`config.mk`:
```
export PLATFORM = sky130hd
export DESIGN_NAME = pipeline_hazard_sequencer_flat
export DESIGN_NICKNAME = d
export VERILOG_FILES = /design/src/rtl/pipeline_hazard_sequencer_pkg.sv /design/src/rtl/pipeline_hazard_sequencer_if.sv /design/src/rtl/pipeline_hazard_sequencer_perf_counter.sv /design/src/rtl/pipeline_hazard_sequencer.sv /design/src/flat_wrapper.sv
export SDC_FILE = /design/constraint.sdc
export NUM_CORES = 1
export LEC_CHECK = 0
export ABC_CLOCK_PERIOD_IN_PS = 1800
export CORE_UTILIZATION = 33
export DETAILED_ROUTE_END_ITERATION = 6
export GPL_ROUTABILITY_DRIVEN = 0
export HOLD_SLACK_MARGIN = 0.1
export PLACE_DENSITY = 0.8
export RECOVER_POWER = 50
export SLEW_MARGIN = 20
export SYNTH_ARGS = -nofsm -noshare
export SYNTH_HDL_FRONTEND = slang
export SYNTH_SLANG_ARGS = --single-unit
```
`constraint.sdc`:
```
create_clock -name CLK -period 1.8 [get_ports CLK]
set_input_delay 0.27 -clock CLK [delete_from_list [all_inputs] [get_ports CLK]]
set_output_delay 0.27 -clock CLK [all_outputs]
set_load 0.005 [all_outputs]
```
`src/rtl/pipeline_hazard_sequencer_pkg.sv`:
```
// Shared types for the pipeline hazard sequencer: FSM states, latch control pair, limits.
package pipeline_hazard_sequencer_pkg;

    localparam int unsigned LD_STALL_MAX = 3;
    localparam int unsigned LD_CNT_W     = 2;

    typedef enum logic [1:0] {
        RUN     = 2'd0,
        DWAIT   = 2'd1,
        LDSTALL = 2'd2,
        HALT    = 2'd3
    } hz_state_t;

    typedef struct packed {
        logic en;
        logic flush;
    } latch_ctrl_t;

endpackage

```
`src/rtl/pipeline_hazard_sequencer_if.sv`:
```
// Hazard inputs and pipeline latch controls exchanged between the core and the sequencer.
interface pipeline_hazard_sequencer_if #(
    parameter int unsigned CNT_W = 32
);
    logic             ihit;
    logic             dhit;
    logic             dmem_req;
    logic             ld_use_hazard;
    logic             branch_taken;
    logic             halt_in;
    logic             pc_en;
    logic             fd_en;
    logic             fd_flush;
    logic             de_en;
    logic             de_flush;
    logic             em_en;
    logic             em_flush;
    logic             mw_en;
    logic             mw_flush;
    logic             halted;
    logic [CNT_W-1:0] stall_cycles;
    logic [CNT_W-1:0] flush_events;

    modport master (
        output ihit, dhit, dmem_req, ld_use_hazard, branch_taken, halt_in,
        input  pc_en, fd_en, fd_flush, de_en, de_flush, em_en, em_flush,
               mw_en, mw_flush, halted, stall_cycles, flush_events
    );

    modport slave (
        input  ihit, dhit, dmem_req, ld_use_hazard, branch_taken, halt_in,
        output pc_en, fd_en, fd_flush, de_en, de_flush, em_en, em_flush,
               mw_en, mw_flush, halted, stall_cycles, flush_events
    );
endinterface

```
`src/rtl/pipeline_hazard_sequencer_perf_counter.sv`:
```
// Saturating performance counter with synchronous clear.
module pipe_perf_counter #(
    parameter int unsigned CNT_W = 32
) (
    input  logic             clk,
    input  logic             clr,
    input  logic             inc,
    output logic [CNT_W-1:0] cnt
);

    always_ff @(posedge clk) begin
        if (clr) begin
            cnt <= '0;
        end else if (inc && (cnt != {CNT_W{1'b1}})) begin
            cnt <= cnt + CNT_W'(1);
        end
    end

endmodule

```
`src/rtl/pipeline_hazard_sequencer.sv`:
```
// Pipeline latch enable/flush sequencer: data wait, load-use bubbles, deferred branch squash, sticky halt.
// Define PIPE_PERF_CNT_EN to build the stall_cycles / flush_events saturating counters.
module pipeline_hazard_sequencer
    import pipeline_hazard_sequencer_pkg::*;
#(
    parameter int unsigned LD_STALL_CYCLES = 1,
    parameter int unsigned CNT_W           = 32
) (
    input logic                        CLK,
    input logic                        RST,
    pipeline_hazard_sequencer_if.slave hz
);

    if ((LD_STALL_CYCLES < 1) || (LD_STALL_CYCLES > LD_STALL_MAX)) begin : g_bad_ld_stall
        $error("LD_STALL_CYCLES must be within 1..3");
    end

    localparam logic [LD_CNT_W-1:0] LD_RELOAD = LD_CNT_W'(LD_STALL_CYCLES - 1);

    hz_state_t           state;
    hz_state_t           state_nxt;
    logic                br_pend;
    logic                br_pend_nxt;
    logic [LD_CNT_W-1:0] ld_cnt;
    logic [LD_CNT_W-1:0] ld_cnt_nxt;
    logic                pc_en;
    logic                halted;
    latch_ctrl_t         fd;
    latch_ctrl_t         de;
    latch_ctrl_t         em;
    latch_ctrl_t         mw;

    // Outputs are a function of the registered state and the current hazard inputs.
    always_comb begin
        pc_en       = 1'b1;
        fd          = '{en: 1'b1, flush: 1'b0};
        de          = '{en: 1'b1, flush: 1'b0};
        em          = '{en: 1'b1, flush: 1'b0};
        mw          = '{en: 1'b1, flush: 1'b0};
        halted      = 1'b0;
        state_nxt   = state;
        br_pend_nxt = br_pend;
        ld_cnt_nxt  = ld_cnt;

        case (state)
            RUN: begin
                if (hz.halt_in) begin
                    pc_en     = 1'b0;
                    fd.en     = 1'b0;
                    de.en     = 1'b0;
                    em        = '{en: 1'b0, flush: 1'b1};
                    state_nxt = HALT;
                end else if (hz.dmem_req && !hz.dhit) begin
                    pc_en       = 1'b0;
                    fd.en       = 1'b0;
                    de.en       = 1'b0;
                    em.en       = 1'b0;
                    mw.flush    = 1'b1;
                    br_pend_nxt = hz.branch_taken;
                    state_nxt   = DWAIT;
                end else if (hz.branch_taken) begin
                    fd.flush = 1'b1;
                    de.flush = 1'b1;
                end else if (hz.ld_use_hazard) begin
                    pc_en    = 1'b0;
                    fd.en    = 1'b0;
                    de.flush = 1'b1;
                    if (LD_STALL_CYCLES > 1) begin
                        ld_cnt_nxt = LD_RELOAD;
                        state_nxt  = LDSTALL;
                    end
                end else if (!hz.ihit) begin
                    pc_en    = 1'b0;
                    fd.flush = 1'b1;
                end
            end

            DWAIT: begin
                if (!hz.dhit) begin
                    pc_en       = 1'b0;
                    fd.en       = 1'b0;
                    de.en       = 1'b0;
                    em.en       = 1'b0;
                    mw.flush    = 1'b1;
                    br_pend_nxt = br_pend | hz.branch_taken;
                end else begin
                    // Release cycle: a branch seen during the wait squashes now.
                    if (br_pend || hz.branch_taken) begin
                        fd.flush = 1'b1;
                        de.flush = 1'b1;
                    end
                    br_pend_nxt = 1'b0;
                    state_nxt   = (ld_cnt != '0) ? LDSTALL : RUN;
                end
            end

            LDSTALL: begin
                if (hz.halt_in) begin
                    pc_en     = 1'b0;
                    fd.en     = 1'b0;
                    de.en     = 1'b0;
                    em        = '{en: 1'b0, flush: 1'b1};
                    state_nxt = HALT;
                end else if (hz.dmem_req && !hz.dhit) begin
                    pc_en       = 1'b0;
                    fd.en       = 1'b0;
                    de.en       = 1'b0;
                    em.en       = 1'b0;
                    mw.flush    = 1'b1;
                    br_pend_nxt = hz.branch_taken;
                    state_nxt   = DWAIT;
                end else begin
                    pc_en      = 1'b0;
                    fd.en      = 1'b0;
                    de.flush   = 1'b1;
                    ld_cnt_nxt = ld_cnt - LD_CNT_W'(1);
                    if (ld_cnt_nxt == '0) begin
                        state_nxt = RUN;
                    end
                end
            end

            HALT: begin
                pc_en  = 1'b0;
                fd     = '{en: 1'b0, flush: 1'b0};
                de     = '{en: 1'b0, flush: 1'b0};
                em     = '{en: 1'b0, flush: 1'b0};
                mw     = '{en: 1'b0, flush: 1'b0};
                halted = 1'b1;
            end

            default: state_nxt = RUN;
        endcase

        if (RST) begin
            pc_en  = 1'b0;
            fd     = '{en: 1'b0, flush: 1'b1};
            de     = '{en: 1'b0, flush: 1'b1};
            em     = '{en: 1'b0, flush: 1'b1};
            mw     = '{en: 1'b0, flush: 1'b1};
            halted = 1'b0;
        end
    end

    always_ff @(posedge CLK) begin
        if (RST) begin
            state   <= RUN;
            br_pend <= 1'b0;
            ld_cnt  <= '0;
        end else begin
            state   <= state_nxt;
            br_pend <= br_pend_nxt;
            ld_cnt  <= ld_cnt_nxt;
        end
    end

    assign hz.pc_en    = pc_en;
    assign hz.fd_en    = fd.en;
    assign hz.fd_flush = fd.flush;
    assign hz.de_en    = de.en;
    assign hz.de_flush = de.flush;
    assign hz.em_en    = em.en;
    assign hz.em_flush = em.flush;
    assign hz.mw_en    = mw.en;
    assign hz.mw_flush = mw.flush;
    assign hz.halted   = halted;

`ifdef PIPE_PERF_CNT_EN
    logic             stall_inc;
    logic             flush_inc;
    logic [CNT_W-1:0] stall_cnt;
    logic [CNT_W-1:0] flush_cnt;

    // Only a branch squash raises both front flushes while the PC advances.
    assign stall_inc = !pc_en && (state != HALT) && !RST;
    assign flush_inc = pc_en && fd.flush && de.flush;

    pipe_perf_counter #(.CNT_W(CNT_W)) u_stall_cnt (
        .clk (CLK),
        .clr (RST),
        .inc (stall_inc),
        .cnt (stall_cnt)
    );

    pipe_perf_counter #(.CNT_W(CNT_W)) u_flush_cnt (
        .clk (CLK),
        .clr (RST),
        .inc (flush_inc),
        .cnt (flush_cnt)
    );

    assign hz.stall_cycles = stall_cnt;
    assign hz.flush_events = flush_cnt;
`else
    assign hz.stall_cycles = {CNT_W{1'b0}};
    assign hz.flush_events = {CNT_W{1'b0}};
`endif

endmodule
```
`src/flat_wrapper.sv`:
```
// flat-port wrapper written by rule: the top's interface ports become plain ports
module pipeline_hazard_sequencer_flat import pipeline_hazard_sequencer_pkg::*;
#(
    parameter int unsigned LD_STALL_CYCLES = 1,
    parameter int unsigned CNT_W           = 32
)
  (CLK, RST, hz_ihit, hz_dhit, hz_dmem_req, hz_ld_use_hazard, hz_branch_taken, hz_halt_in, hz_pc_en, hz_fd_en, hz_fd_flush, hz_de_en, hz_de_flush, hz_em_en, hz_em_flush, hz_mw_en, hz_mw_flush, hz_halted, hz_stall_cycles, hz_flush_events);
  pipeline_hazard_sequencer_if #(.CNT_W(CNT_W)) hz_i ();
  input logic CLK;
  input logic RST;
  input wire logic [$bits(hz_i.ihit)-1:0] hz_ihit;
  input wire logic [$bits(hz_i.dhit)-1:0] hz_dhit;
  input wire logic [$bits(hz_i.dmem_req)-1:0] hz_dmem_req;
  input wire logic [$bits(hz_i.ld_use_hazard)-1:0] hz_ld_use_hazard;
  input wire logic [$bits(hz_i.branch_taken)-1:0] hz_branch_taken;
  input wire logic [$bits(hz_i.halt_in)-1:0] hz_halt_in;
  output wire logic [$bits(hz_i.pc_en)-1:0] hz_pc_en;
  output wire logic [$bits(hz_i.fd_en)-1:0] hz_fd_en;
  output wire logic [$bits(hz_i.fd_flush)-1:0] hz_fd_flush;
  output wire logic [$bits(hz_i.de_en)-1:0] hz_de_en;
  output wire logic [$bits(hz_i.de_flush)-1:0] hz_de_flush;
  output wire logic [$bits(hz_i.em_en)-1:0] hz_em_en;
  output wire logic [$bits(hz_i.em_flush)-1:0] hz_em_flush;
  output wire logic [$bits(hz_i.mw_en)-1:0] hz_mw_en;
  output wire logic [$bits(hz_i.mw_flush)-1:0] hz_mw_flush;
  output wire logic [$bits(hz_i.halted)-1:0] hz_halted;
  output wire logic [$bits(hz_i.stall_cycles)-1:0] hz_stall_cycles;
  output wire logic [$bits(hz_i.flush_events)-1:0] hz_flush_events;
  assign hz_i.ihit = hz_ihit;
  assign hz_i.dhit = hz_dhit;
  assign hz_i.dmem_req = hz_dmem_req;
  assign hz_i.ld_use_hazard = hz_ld_use_hazard;
  assign hz_i.branch_taken = hz_branch_taken;
  assign hz_i.halt_in = hz_halt_in;
  assign hz_pc_en = hz_i.pc_en;
  assign hz_fd_en = hz_i.fd_en;
  assign hz_fd_flush = hz_i.fd_flush;
  assign hz_de_en = hz_i.de_en;
  assign hz_de_flush = hz_i.de_flush;
  assign hz_em_en = hz_i.em_en;
  assign hz_em_flush = hz_i.em_flush;
  assign hz_mw_en = hz_i.mw_en;
  assign hz_mw_flush = hz_i.mw_flush;
  assign hz_halted = hz_i.halted;
  assign hz_stall_cycles = hz_i.stall_cycles;
  assign hz_flush_events = hz_i.flush_events;
  pipeline_hazard_sequencer #(.LD_STALL_CYCLES(LD_STALL_CYCLES), .CNT_W(CNT_W)) u_core (.CLK(CLK), .RST(RST), .hz(hz_i));
endmodule
```
==> metrics.yaml, run 1 <==
run_status:
  status: "complete, but fails checks"
  violations: "design-rule violations, negative setup slack"
sta:
  timing.final.crit_share_pct: 105.1
  fin_worst_skew_ns: 0.004999
  fmax_mhz: 528.7
  maxSlewViolCount: 0
  grt_setup_unrepaired: "yes"
  whs_ns: 0.5084
  min_period_ns: 1.891
  finalHoldViolations: 0
  finalWorstSetupSlack_ns: -0.09126
  setup_violations: 4
critical_path:
  path_buf_inv: 2
  cp-end-kind: "output port"
  critPathKind: "flip-flop to output port"
  critPathTopFamily: "simple AND/OR/NAND/NOR gates"
  worstPathMaxFanout: 4
  slowest_stage: "dfxtp_4"
  critical_path_arrival_ns: 1.62
  slowest_delay_ns: 0.36
  worstPathCellList: "inv_4, ha_4, nor2_2, or3_4, or2_1, a21oi_2, buf_2"
  critPathRequiredTime_ns: 1.53
  setup.worst_path.start_class: "flip-flop"
cts:
  cts.hold.buffers_added: 0
  numCtsBuffers: 3
  clk_pin_slew_ns: 0.05
  cts_tree: "done"
  cts_root_buf: "clkbuf_4"
  cts_sinks: 5
  clk_latency_ns: 0.24
  htree_levels: 1
  clk_path_buf_depth: 2
layout:
  mostFrequentLayoutCell: "conb_1"
  final_nets: 204
  drive_gt1_share_pct: 32.45
  final_cells: 219
  design_area_sq_um: 1328
  layout_common_cells: "64 x conb_1, 23 x buf_4, 10 x nor2_1"
  syn_to_final_growth_pct: 28.61
  antenna-diode-count: 0
  final_core_util_pct: 46.54
yosys:
  synth_enable_flop_cells: 0
  avgSynthCellArea_sq_um: 7.218
  synthCells: 143
  syn-cell-area_sq_um: 1032
  ys_ff_latch: 5
  ys.flop_type: "dfxtp_1"
  synth_warnings: 0
  ys_seq_area_share_pct: 9.697
  synthArstFlopShare_pct: 0
  synth_cell_type_count: 30
routing:
  vias_per_cell: 3.991
  detail-route-antenna-nets: 0
  dr_total_vias: 874
  drt_iter0_markers: 25
  drc: 6
  totalWireLength_mm: 2.176
  drtPass1Iterations: 7
  routedWlPerCell_um: 9.936
pwr:
  ir_worst_vdd_v: 0.0004474
  p_leak_nw: 0.6789
  power_density_nw_per_um2: 672.7
  finalPower_w: 0.0008930
grt:
  overflow: 0
  grt_pass1_wl_mm: 3.215
  grt_max_degree: 9
  grt_usage_pct: 12.46
  grt_pass1_vias: 759
  antenna_found_initial: 0
die:
  die_w_um: 57.93
  row_count: 19
  initial_core_util_pct: 36.18
  die_h_um: 57.93
  pin_count: 82
  coreArea_sq_um: 2853
  dieArea_sq_um: 3356
placed_design:
  place_inst: 213
  dp_hpwl_mm: 1.663
  port-buffer-count: 17
  dpl_cell_area_sq_um: 1170
run:
  max_cap_viol_count: 0
worst_hold_path:
  worstHoldPathType: "flip-flop to flip-flop"
## report_power, final
group          internal (W)  switching, W  total (W)  leakage [nW]
sequential         0.000132     0.0000163   0.000149        0.0417
clock             0.0000838     0.0000458   0.000130        0.0150
combinational      0.000323      0.000292   0.000615         0.622
total              0.000539      0.000354   0.000893         0.679
## state kept, by name, summed over array words and instances (netlist names)
name and cells:
u_core.state 2, u_core.ld_cnt 2, u_core.br_pend 1
## worst register-to-register path: cells and delay by family, from the launching register on
kind / cells / cell delay [ns]
adders and majority gates: 1 / 0.17
and+or+nand+nor: 1 / 0.13
DFF: 1 / 0.34
AOI/OAI and AO/OA: 3 / 0.72
buffers and inverters: 3 / 0.34
## synth_stat cells, types with 2 or more instances
cell | count | share of area, %
a211oi_1 | 2 | 1.5
a21oi_1 | 7 | 3.4
buf_4 | 64 | 47
dfxtp_1 | 5 | 9.7
ha_1 | 7 | 8.5
inv_1 | 8 | 2.9
nand2_1 | 5 | 1.8
nand3b_1 | 2 | 1.5
nor2_1 | 14 | 5.1
nor2b_1 | 3 | 1.8
nor3b_1 | 2 | 1.5
o21ai_0 | 6 | 2.9
## cell families after synthesis
group	count (synthesis)	synth area share, %
buffers and inverters	74	50.91
AO/OA/AOI/OAI	21	12.49
AND/OR/NAND/NOR	34	17.21
other	1	0.3633
XOR/XNOR	1	0.8486
flip-flops	5	9.697
adder cells (fa/ha/maj)	7	8.484
## timing repair
item | 4_1_cts | 5_1_grt
pin swaps | 8 | 4
gates resized for setup | 60 | 12
setup buffers | 2 | 0
endpoints found under the setup margin | 11 | 9
## routing by layer
layer | global-route usage [%] | share of wire, % | vias to the layer above
met5 | 0 | 0 | -
met4 | 2.381 | 0 | 0
met3 | 3.795 | 7.4 | 0
met2 | 23.32 | 57 | 50
met1 | 13.84 | 35 | 397
li1 | - | - | 427
## per-stage QoR
stage | setup TNS [ns] | worst slack, ns
after CTS | -0.2519 | -0.1120
after global placement | -3.822 | -0.5774
after global routing | -0.5686 | -0.1638
final | -0.1308 | -0.09126
after detailed placement | -3.728 | -0.5551
after floorplan | 0 | 0.1355
## worst paths after layout
path | start | endpoint | slack (ns) | cells past startpoint
max | u_core.state[1]$_SDFFE_PP0P_ | hz_em_en | -0.09 | 7
min reg2reg | u_core.ld_cnt[1]$_SDFFE_PP0P_ | u_core.ld_cnt[1]$_SDFFE_PP0P_ | 0.51 | 2
min | u_core.ld_cnt[1]$_SDFFE_PP0P_ | u_core.ld_cnt[1]$_SDFFE_PP0P_ | 0.51 | 2
max reg2reg | u_core.state[0]$_SDFFE_PP0P_ | u_core.state[1]$_SDFFE_PP0P_ | 0.03 | 8
## final cells by class
cell class,count,area [sq um]
Inverter,8,32.53
Timing Repair Buffer,44,346.6
Clock buffer,4,26.28
Multi-Input combinational cell,127,779.5
Fill cell,311,1525
Sequential cell,5,103.9
Tap cell,31,38.79
No activity file was read; power rests on OpenSTA's default activity.
==> run 2: changes to the inputs <==
Settings changed: ABC_CLOCK_PERIOD_IN_PS 1800 to 2300, CORE_UTILIZATION 33 to 36, PLACE_DENSITY 0.8 to 0.87.
Clock period 1.8 ns to 2.3 ns, I/O delays scaled along.
==> metrics.yaml, run 2 (synthesis gave the netlist of run 1 again) <==
sta:
  setup_violations: 0  # -4
  min_period_ns: 2.189
  grt_setup_unrepaired: "no"
  fin_worst_skew_ns: 0.003819  # -0.001180 ns
  finalHoldViolations: 0  # unchanged
  setup_tns_ns: 0  # +0.1308 ns
  fmax_mhz: 456.8
  timing.final.crit_share_pct: 95.18
  maxSlewViolCount: 0  # unchanged
critical_path:
  setup.worst_path.start_class: "flip-flop"
  worstPathCellList: "inv_2, ha_4, nor2b_1, nand3_1, a21oi_1, clkdlybuf4s50_1"
  rr_worst_depth: 7  # -1
  reg2reg_slack_ns: 0.61  # +0.58 ns
  slowest_stage: "clkdlybuf4s50_1"
  critPathKind: "flip-flop to output port"
  worstPathMaxFanout: 7  # +3
  slowest_delay_ns: 0.51  # +0.15 ns
  reg2reg_from: "u_core.state[1]$_SDFFE_PP0P_"
  cp-end-kind: "output port"
  critical_path_arrival_ns: 1.84  # +0.22 ns
  r2r-end: "u_core.state[1]$_SDFFE_PP0P_"
  critPathRequiredTime_ns: 1.96  # +0.43 ns
layout:
  num-fill-cells: 296  # -4.8%
  syn_to_final_growth_pct: 13.45
  drive_gt1_share_pct: 15.73  # -17 points
  layout_common_cells: "64 x conb_1, 16 x buf_4, 14 x nor2_1"
  design_area_sq_um: 1171  # -12%
  antenna-diode-count: 0  # unchanged
  mostFrequentLayoutCell: "conb_1"
  reg.largest.list: "u_core.ld_cnt (2), u_core.state (2), u_core.br_pend (1)"
  final_nets: 194  # -4.9%
grt:
  overflow: 0  # unchanged
  grt_usage_pct: 11.49  # -0.97 points
  grt_max_degree: 9  # unchanged
  antenna_found_initial: 0  # unchanged
  grt_pass1_wl_mm: 2.787  # -13%
  grt_pass1_vias: 670  # -12%
cts:
  cts_resized: 16  # -73%
  htree_levels: 1  # unchanged
  clk_path_buf_depth: 2  # unchanged
  cts_root_buf: "clkbuf_4"
  clk_pin_slew_ns: 0.04  # about the same
  post_cts_buffers: 0  # -2
  numCtsBuffers: 3  # unchanged
  clk_latency_ns: 0.24  # about the same
  cts_sinks: 5  # unchanged
  cts.hold.buffers_added: 0  # unchanged
  cts_tree: "done"
routing:
  dr_total_vias: 835  # -4.5%
  totalWireLength_mm: 1.759  # -19%
  vias_per_cell: 3.995  # +0.11%
  drtPass1Iterations: 4  # -3
  drt_iter0_markers: 19  # -24%
  detail-route-antenna-nets: 0  # unchanged
  routedWlPerCell_um: 8.416  # -15%
  drc: 0  # -6
placed_design:
  port-buffer-count: 17  # unchanged
  dpl_cell_area_sq_um: 1110  # -5.1%
  dp_hpwl_mm: 1.441  # -13%
run_status:
  status: "finished, final reports clean"
die:
  row_count: 19  # unchanged
  coreArea_sq_um: 2734  # -4.2%
  dieArea_sq_um: 3085  # -8.1%
  pin_count: 82  # unchanged
  die_h_um: 55.55  # -4.1%
  initial_core_util_pct: 37.76  # +1.6 points
  die_w_um: 55.55  # -4.1%
worst_hold_path:
  min_to: "u_core.ld_cnt[1]$_SDFFE_PP0P_"
  hp-start: "u_core.ld_cnt[1]$_SDFFE_PP0P_"
  hold_depth: 2  # unchanged
  worstHoldPathType: "flip-flop to flip-flop"
run:
  max_cap_viol_count: 0  # unchanged
pwr:
  ir_worst_vdd_v: 0.0003433  # -23%
  power_density_nw_per_um2: 487.9  # -27%
  p_leak_nw: 0.6217  # -8.4%
==> run 2: cell types whose count changed in the layout (fill, tap and decap cells not counted), moves of 3 or more <==
cell,delta
buf_2,-7
buf_4,-7
clkdlybuf4s50_1,+4
nor2_1,+4
a21oi_1,+3
a21oi_2,-3
nor2_2,-3
==> run 2: area by class of cell <==
cell class                 count  area, sq um  area share [%]
clock buffer                   4        26.28           2.244
tap                           31        38.79           3.312
multi-input combinational    127        683.2           58.33
inverter                       8        30.03           2.564
timing repair buffer          34        291.5           24.89
sequential                     5        101.3           8.654
==> run 2: power by group <==
group	internal, W	leakage (nW)	switching (W)
clock network	0.0000655	0.0150	0.0000345
registers	0.000103	0.0414	0.0000120
logic	0.000182	0.565	0.000175
total	0.000350	0.622	0.000221
==> run 2: worst max path at each step <==
| stage | from | endpoint | slack (ns) | cells after the start |
|---|---|---|---|---|
| finish | u_core.state[1]$_SDFFE_PP0P_ | hz_fd_en | 0.11 | 6 |
| global route | u_core.state[1]$_SDFFE_PP0P_ | hz_fd_en | 0.02 | 6 |
| CTS | hz_dhit | hz_fd_flush | 0.009 | 8 |
| detailed placement | hz_dmem_req | hz_em_en | -0.24 | 6 |
| global placement | hz_dmem_req | hz_em_en | -0.22 | 6 |
| floorplan | u_core.state[0]$_SDFFE_PP0P_ | hz_em_en | 0.56 | 6 |
==> run 2: worst max-delay path: cells and delay by family (launching register included) <==
kind	cells	cell delay, ns
AOI/OAI and AO/OA	1	0.16
adders and majority gates	1	0.17
DFF	1	0.34
and+or+nand+nor	2	0.32
buffers and inverters	2	0.61
==> run 2: through the flow <==
step | hold WS [ns] | instances | utilization, % | power, W | setup slack [ns]
6_report | 0.4991 | 209 | 42.84 | 0.0005714 | 0.1108
5_1_grt | 0.5479 | 209 | 42.84 | 0.0006326 | 0.02075
4_1_cts | 0.5061 | 209 | 42.70 | 0.0005733 | 0.008856
3_5_place_dp | 0.4981 | 205 | 40.60 | 0.0004454 | -0.2438
3_3_place_gp | 0.4842 | 205 | 40.60 | 0.0004380 | -0.2162
2_1_floorplan | 0.4337 | 206 | - | 0.0003754 | 0.5605
==> run 2: layer usage <==
| metal | up-vias | global-route usage, % | wire (um) |
|---|---|---|---|
| li1 | 408 | - | - |
| met1 | 380 | 12.55 | 700 |
| met2 | 45 | 19.79 | 910 |
| met3 | 2 | 4.215 | 140 |
| met4 | 0 | 5.000 | 8 |
| met5 | - | 0 | 0 |
